$ cat src/rtl/regfile_dumper.sv
`default_nettype none
// ============================================================================
// Module   : regfile_dumper
// Purpose  : Streams register-file entries FIRST_REG..LAST_REG out over a
//            valid/ready port, substituting R15 (PC+8) for index 15.
// Revision : 1.0
// ============================================================================
module regfile_dumper #(
   parameter int FIRST_REG = 0,
   parameter int LAST_REG  = 15
) (
   input  logic        CLK,
   input  logic        RESET,
   input  logic        START,
   input  logic        ABORT,
   output logic [3:0]  RA,
   input  logic [31:0] RD,
   input  logic [31:0] R15,
   output logic [31:0] DOUT,
   output logic [3:0]  DOUT_IDX,
   output logic        DOUT_VALID,
   input  logic        DOUT_READY,
   output logic        BUSY,
   output logic        DONE
);

   localparam logic [3:0] C_FIRST = 4'(FIRST_REG);
   localparam logic [3:0] C_LAST  = 4'(LAST_REG);

   typedef enum logic [1:0] {
      S_IDLE   = 2'd0,
      S_READ   = 2'd1,
      S_OUT    = 2'd2,
      S_FINISH = 2'd3
   } state_t;

   state_t      r_state;
   state_t      w_state_nxt;
   logic [3:0]  r_idx;
   logic [3:0]  w_idx_nxt;
   logic        w_capture;
   logic [31:0] r_dout;
   logic [3:0]  r_dout_idx;
   logic [31:0] w_rd_sel;

   // The index counter only changes on entry to READ, so it doubles as the
   // registered read address and naturally holds outside READ.
   assign RA       = r_idx;
   assign w_rd_sel = (r_idx == 4'd15) ? R15 : RD;

   always_ff @(posedge CLK) begin
      if (RESET) begin
         r_state    <= S_IDLE;
         r_idx      <= 4'd0;
         r_dout     <= 32'd0;
         r_dout_idx <= 4'd0;
      end else begin
         r_state <= w_state_nxt;
         r_idx   <= w_idx_nxt;
         if (w_capture) begin
            r_dout     <= w_rd_sel;
            r_dout_idx <= r_idx;
         end
      end
   end

   always_comb begin
      w_state_nxt = r_state;
      w_idx_nxt   = r_idx;
      w_capture   = 1'b0;
      case (r_state)
         S_IDLE: begin
            if (START) begin
               w_state_nxt = S_READ;
               w_idx_nxt   = C_FIRST;
            end
         end
         S_READ: begin
            if (ABORT) begin
               w_state_nxt = S_FINISH;
            end else begin
               w_state_nxt = S_OUT;
               w_capture   = 1'b1;
            end
         end
         S_OUT: begin
            // A handshake coinciding with ABORT still counts as delivered.
            if (DOUT_READY) begin
               if (ABORT || (r_idx == C_LAST)) begin
                  w_state_nxt = S_FINISH;
               end else begin
                  w_state_nxt = S_READ;
                  w_idx_nxt   = r_idx + 4'd1;
               end
            end else if (ABORT) begin
               w_state_nxt = S_FINISH;
            end
         end
         S_FINISH: begin
            w_state_nxt = S_IDLE;
         end
         default: begin
            w_state_nxt = S_IDLE;
         end
      endcase
   end

   assign DOUT       = r_dout;
   assign DOUT_IDX   = r_dout_idx;
   assign DOUT_VALID = (r_state == S_OUT);
   assign BUSY       = (r_state != S_IDLE);
   assign DONE       = (r_state == S_FINISH);

endmodule
`default_nettype wire
$ cat config.mk
export PLATFORM = sky130hd
export DESIGN_NAME = regfile_dumper
export DESIGN_NICKNAME = d
export VERILOG_FILES = /design/src/rtl/regfile_dumper.sv
export SDC_FILE = /design/constraint.sdc
export NUM_CORES = 1
export LEC_CHECK = 0
export ABC_AREA = 1
export CAP_MARGIN = 10
export CORE_AREA = 2 2 78 80
export CTS_CLUSTER_DIAMETER = 200
export DETAILED_ROUTE_END_ITERATION = 8
export DIE_AREA = 0 0 80 82
export PLACE_DENSITY = 0.74
export SYNTH_ARGS = -nofsm -noshare
export SYNTH_HDL_FRONTEND = slang
export SYNTH_SLANG_ARGS = --single-unit
$ cat constraint.sdc
create_clock -name CLK -period 1.4 [get_ports CLK]
set_clock_uncertainty 0.15 [all_clocks]
set_input_delay 0.28 -clock CLK [delete_from_list [all_inputs] [get_ports CLK]]
set_output_delay 0.28 -clock CLK [all_outputs]
set_load 0.005 [all_outputs]
-- Word level (Yosys, flattened, before mapping)
Index checks and enable logic that the tools add are counted.
- reduce and logical (&&, ||, !) cells: 6
- equal/unequal tests: 8
- muxes and demuxes: 13
- add/sub/neg operators: 1
- operators with widths (operator ; count):
    $mux 32 ; 1
    $mux 4 ; 3
    $mux 2 ; 4
    $pmux 2 s4 ; 1
    $pmux 4 s2 ; 1
    $add 4x1->4 const B ; 1
    $eq 2x2->1 const B ; 2
    $eq 4x4->1 const B ; 1
    $ne 2x2->1 const B ; 2
    $reduce_and 4->1 ; 1
    $reduce_bool 2->1 ; 2
    $mux 1 ; 3
    $ne 3x2->1 const B ; 1
    $eq 2x1->1 const B ; 1
    $logic_not 2->1 ; 1
    $ne 2x1->1 const B ; 1
    $reduce_and 2->1 ; 1
    $logic_or 1x1->1 ; 1
- flip-flop bits (word level): 42
- word-level logic and storage cells: 32
- output and inout bits: 43

-- Logic depth before layout (Yosys ltp)
- depth after elaboration: 5
- mapped depth: 8
- mapped depth without buffers: 8

-- Least setup slack after synthesis
OpenSTA, ideal clock, no wires.
- path type: reg-to-reg
- from: register r_idx[0], in the netlist RA[0]
- to: register r_dout[0], in the netlist DOUT[0]
- arrival time: 1150 ps
- setup time: 120 ps
- cell stages (with the launch flop): 6
- clock period less this slack: 1420 ps
- data required time: 1130 ps
- path slack: -20 ps
- path through: dfxtp_1 ha_1 nand3_2 clkbuf_1 a21oi_1 a21oi_1
- word-level cells in the longest chain between the ends: 2
- ends and longest elaborated chain (element ; line ; source):
    start, declared ; 39 ; logic [3:0] r_idx;
    start signal, assigned ; 59 ; r_idx <= w_idx_nxt;
    $eq 4x4->1 ; 49 ; assign w_rd_sel = (r_idx == 4'd15) ? R15 : RD;
    $mux 32 ; 49 ;
    end signal, assigned ; 61 ; r_dout <= w_rd_sel;
    end, declared ; 42 ; logic [31:0] r_dout;
Every way passes these cells.
A chain may end at the register's enable or synchronous reset.

-- Worst setup path after layout
- from: register r_state[1]
- to: register r_dout[5], in the netlist DOUT[5]
- word-level cells in the longest chain between the ends: 2
- ends and longest elaborated chain (element ; line ; source):
    start, declared ; 37 ; state_t r_state;
    start signal, assigned ; 58 ; r_state <= w_state_nxt;
    $eq 2x1->1 ; 71 ; case (r_state)
    $mux 1 ; 71 ;
Every way passes these cells.

==> flow_summary.yaml <==
outcome:
  status: "finished, violations left"
  violations: "setup timing"
critical_path:
  cpPeakStageDelay_ns: 0.35
  worstRegToRegCells: 8
  crit_chain: "inv_4 > buf_6 > nand2_4 > nor2_4 > inv_6 > buf_12 > a21oi_1 > a21oi_1"
  start_kind: "flop"
  r2r-start: "r_state[1]"
  crit_top_cell: "a21oi_1"
  cp.depth: 8
  startpoint: "r_state[1]"
  critical_path.endpoint: "DOUT[5]"
  crit_required_ns: 1.42
  r2r-end: "DOUT[5]"
  crit_path_end_kind: "flop"
  crit_path_top_delay_cell: "dfxtp_2"
  path_max_fanout: 15
  crit_buf_inv: 4
  ff2ff_setup_slack_ns: -0.03
  path_class: "flop to flop"
  arrival_ns: 1.45
  critical_path.top_delay_family: "buffers and inverters"
cells_and_area:
  regArea_um2: 866
  fin_util: 0.631
  drive_gt1_frac: 0.306
  n_fill_cell: 502
  diodes: 0
  areaGrowthSynthToFinish_pct: 99.5
  nNetsFinal: 454
  multiInputGateArea_um2: 1060
cts:
  cts_hold_buf: 0
  tritoncts: "built"
  cts_buffer_depth: 2
  cts_buffers: 5
  clkSinkCount: 42
  clkTransAtPathRegs_ns: 0.08
  clock_latency_ns: 0.28
  root_buffer: "clkbuf_8"
  htreeDepth: 2
synthesis:
  yosys.area_share.simple: 0.159
  synth.area.mux_share: 0
  synth_top_family_by_area: "compound AO/OA/AOI/OAI gates"
  syn_area_um2: 1820
  yosysTopAreaCell: "dfxtp_1"
  synth-xor-area-share: 0.00482
  yosys_warnings: 0
  synth-adder-area-share: 0.00689
  ys_seq_elements: 42
  synth_compound_area_frac: 0.298
  synth_top_area_frac: 0.463
  syn_nets: 321
  synth.area.top_cells: "dfxtp_1, a21oi_1, nand2_1"
  ys_seq_area_frac: 0.463
  avgSynthCellArea_um2: 7.24
  synth.distinct_cells: 18
  syn_inst: 251
global_route:
  grt_pass1_wl_mm: 10.1
  grt_pass1_vias: 2180
  grt_usage: 0.194
  overflow: 0
  antenna_found_initial: 0
  grt_max_degree: 23
route:
  ant_nets: 0
  wl_per_cell_um: 14.1
  drcViolationCount: 0
  drtIter0Drc: 50
  routed_via_density: 4.87
  drtPass1Iterations: 4
  via_count: 2240
  finalWirelength_mm: 6.49
sta:
  max_freq_ghz: 0.701
  fin_setup_tns_ns: -0.204
  relSlewSlack: 0.810
  setup_viol: 14
  rsz0062_at_grt: "yes"
  slew_violations: 0
  tightest_slew_ns: 0.282
  fin_crit_ns: 1.43
  hold_violations: 0
  setup_slack_ns: -0.0258
  fin_crit_sh: 1.02
die:
  dieArea_um2: 6560
  dieHeight_um: 82
  pin_count: 112
  coreArea_um2: 5750
  fp.dieW_um: 80
  rows: 28
  initial_core_util: 0.316
pwr:
  peakVddDrop_mv: 0.436
  p_leak_uw: 0.00153
  power.density_nw_per_um2: 819
placement:
  dpl_worst_slack_ns: -0.289
  gp_congestion: 0.775
  io_buffers: 111
  hpwlAfterDp_mm: 4.26
hold_path:
  hold_path_class: "input pin to flop"
run:
  maxCapViolations: 0
-- flip-flops by register name (all words and copies together) (netlist names) --
signal    flops
DOUT         32
DOUT_IDX      4
RA            4
r_state       2
-- logic make-up after synthesis --
family                     count (synthesis)
DFF                                       42
xor gates and xnor gates                   1
AOI/OAI and AO/OA                        108
and+or+nand+nor                           71
adders and majority gates                  1
buffers and inverters                     28
-- layout by cell type, fill, tap and decap left out --
| cell | netlist | layout |
|---|---|---|
| ha_4 | 0 | 1 |
| a21oi_4 | 0 | 1 |
| o21ai_0 | 33 | 32 |
| buf_12 | 0 | 5 |
| dfxtp_2 | 0 | 17 |
| inv_6 | 0 | 2 |
| xnor2_1 | 1 | 1 |
| buf_6 | 0 | 10 |
| nand3_1 | 4 | 3 |
| dlygate4sd2_1 | 0 | 38 |
| a21oi_1 | 71 | 34 |
| dfxtp_1 | 42 | 24 |
| dlymetal6s2s_1 | 0 | 1 |
| clkdlybuf4s15_2 | 0 | 1 |
| nand3_2 | 1 | 1 |
| nor2_1 | 13 | 11 |
| clkbuf_8 | 0 | 6 |
| clkdlybuf4s50_1 | 0 | 67 |
| a21oi_2 | 0 | 36 |
| buf_4 | 4 | 14 |
| nand2_2 | 1 | 5 |
| nand2_4 | 0 | 3 |
| inv_4 | 0 | 2 |
| buf_8 | 0 | 1 |
| nor3_1 | 1 | 1 |
| o21ai_1 | 4 | 5 |
| inv_1 | 8 | 6 |
| buf_16 | 0 | 3 |
| inv_2 | 3 | 1 |
| nor2_2 | 0 | 2 |
| clkbuf_1 | 9 | 1 |
| nand2_1 | 50 | 43 |
| dfxtp_4 | 0 | 1 |
| clkinv_2 | 0 | 1 |
| buf_2 | 4 | 2 |
| nor2_4 | 1 | 1 |
| clkbuf_2 | 0 | 1 |
| nand3_4 | 0 | 1 |
-- per-layer routing --
layer	track usage	up-vias	wire length, um
met1	0.231	1042	2690
li1	-	1116	-
met5	0	-	0
met3	0.0418	8	388
met2	0.343	74	3320
met4	0.0746	0	90
-- through the flow --
step / instances / hold slack, ns / instance area (um2) / power [uW]
finish: 460 / 0.297 / 3620 / 2970
CTS: 459 / 0.371 / 3500 / 2930
detailed placement: 441 / 0.361 / 3160 / 2100
global route: 460 / 0.322 / 3620 / 3140
global placement: 441 / 0.349 / 3160 / 2090
floorplan: 251 / 0.199 / 1820 / 1590
-- timing repair --
| action | CTS | global route |
|---|---|---|
| pin swaps | 3 | 8 |
| gates cloned | 3 | 0 |
| resized for setup | 116 | 36 |
| buffers inserted | 10 | 1 |
| setup endpoints to repair | 76 | 45 |
-- power by group --
part	internal (uW)	switching, uW	total [uW]	leakage [uW]
combinational	479	343	822	0.00113
clock	398	395	794	0.0000482
sequential	1300	53.4	1350	0.000351
total	2180	792	2970	0.00153
-- how the worst min path moves through the flow --
stage / start / endpoint / slack [ns] / cells after the start
2_1_floorplan: RESET / RA[2] / 0.20 / 1
5_1_grt: ABORT / r_state[0] / 0.32 / 3
6_report: ABORT / r_state[0] / 0.30 / 3
4_1_cts: RA[2] / DOUT_IDX[2] / 0.37 / 2
3_3_place_gp: DOUT_IDX[2] / DOUT_IDX[2] / 0.35 / 2
3_5_place_dp: DOUT_IDX[1] / DOUT_IDX[1] / 0.36 / 2
-- cell usage after synthesis --
library cell / count
a21oi_1: 71
nand2_1: 50
dfxtp_1: 42
o21ai_0: 33
nor2_1: 13
clkbuf_1: 9
inv_1: 8
buf_2: 4
buf_4: 4
nand3_1: 4
o21ai_1: 4
inv_2: 3
ha_1: 1
nand2_2: 1
nand3_2: 1
nor2_4: 1
nor3_1: 1
xnor2_1: 1
-- area by class of cell --
type | instances | share of cell area
clock buffers | 7 | 0.0238
flip-flops and latches | 42 | 0.239
multi-input cells | 181 | 0.292
clock inverters | 1 | 0.00138
inverters | 11 | 0.0155
repair buffers | 143 | 0.402
well taps | 75 | 0.0259
-- worst register-to-register path, cell delays in order, from the launching register on --
cell and delay (ns):
dfxtp_2 0.35, inv_4 0.07, buf_6 0.10, nand2_4 0.05
nor2_4 0.16, inv_6 0.09, buf_12 0.17, a21oi_1 0.12
a21oi_1 0.08
Power figures use the tool's default switching activity.
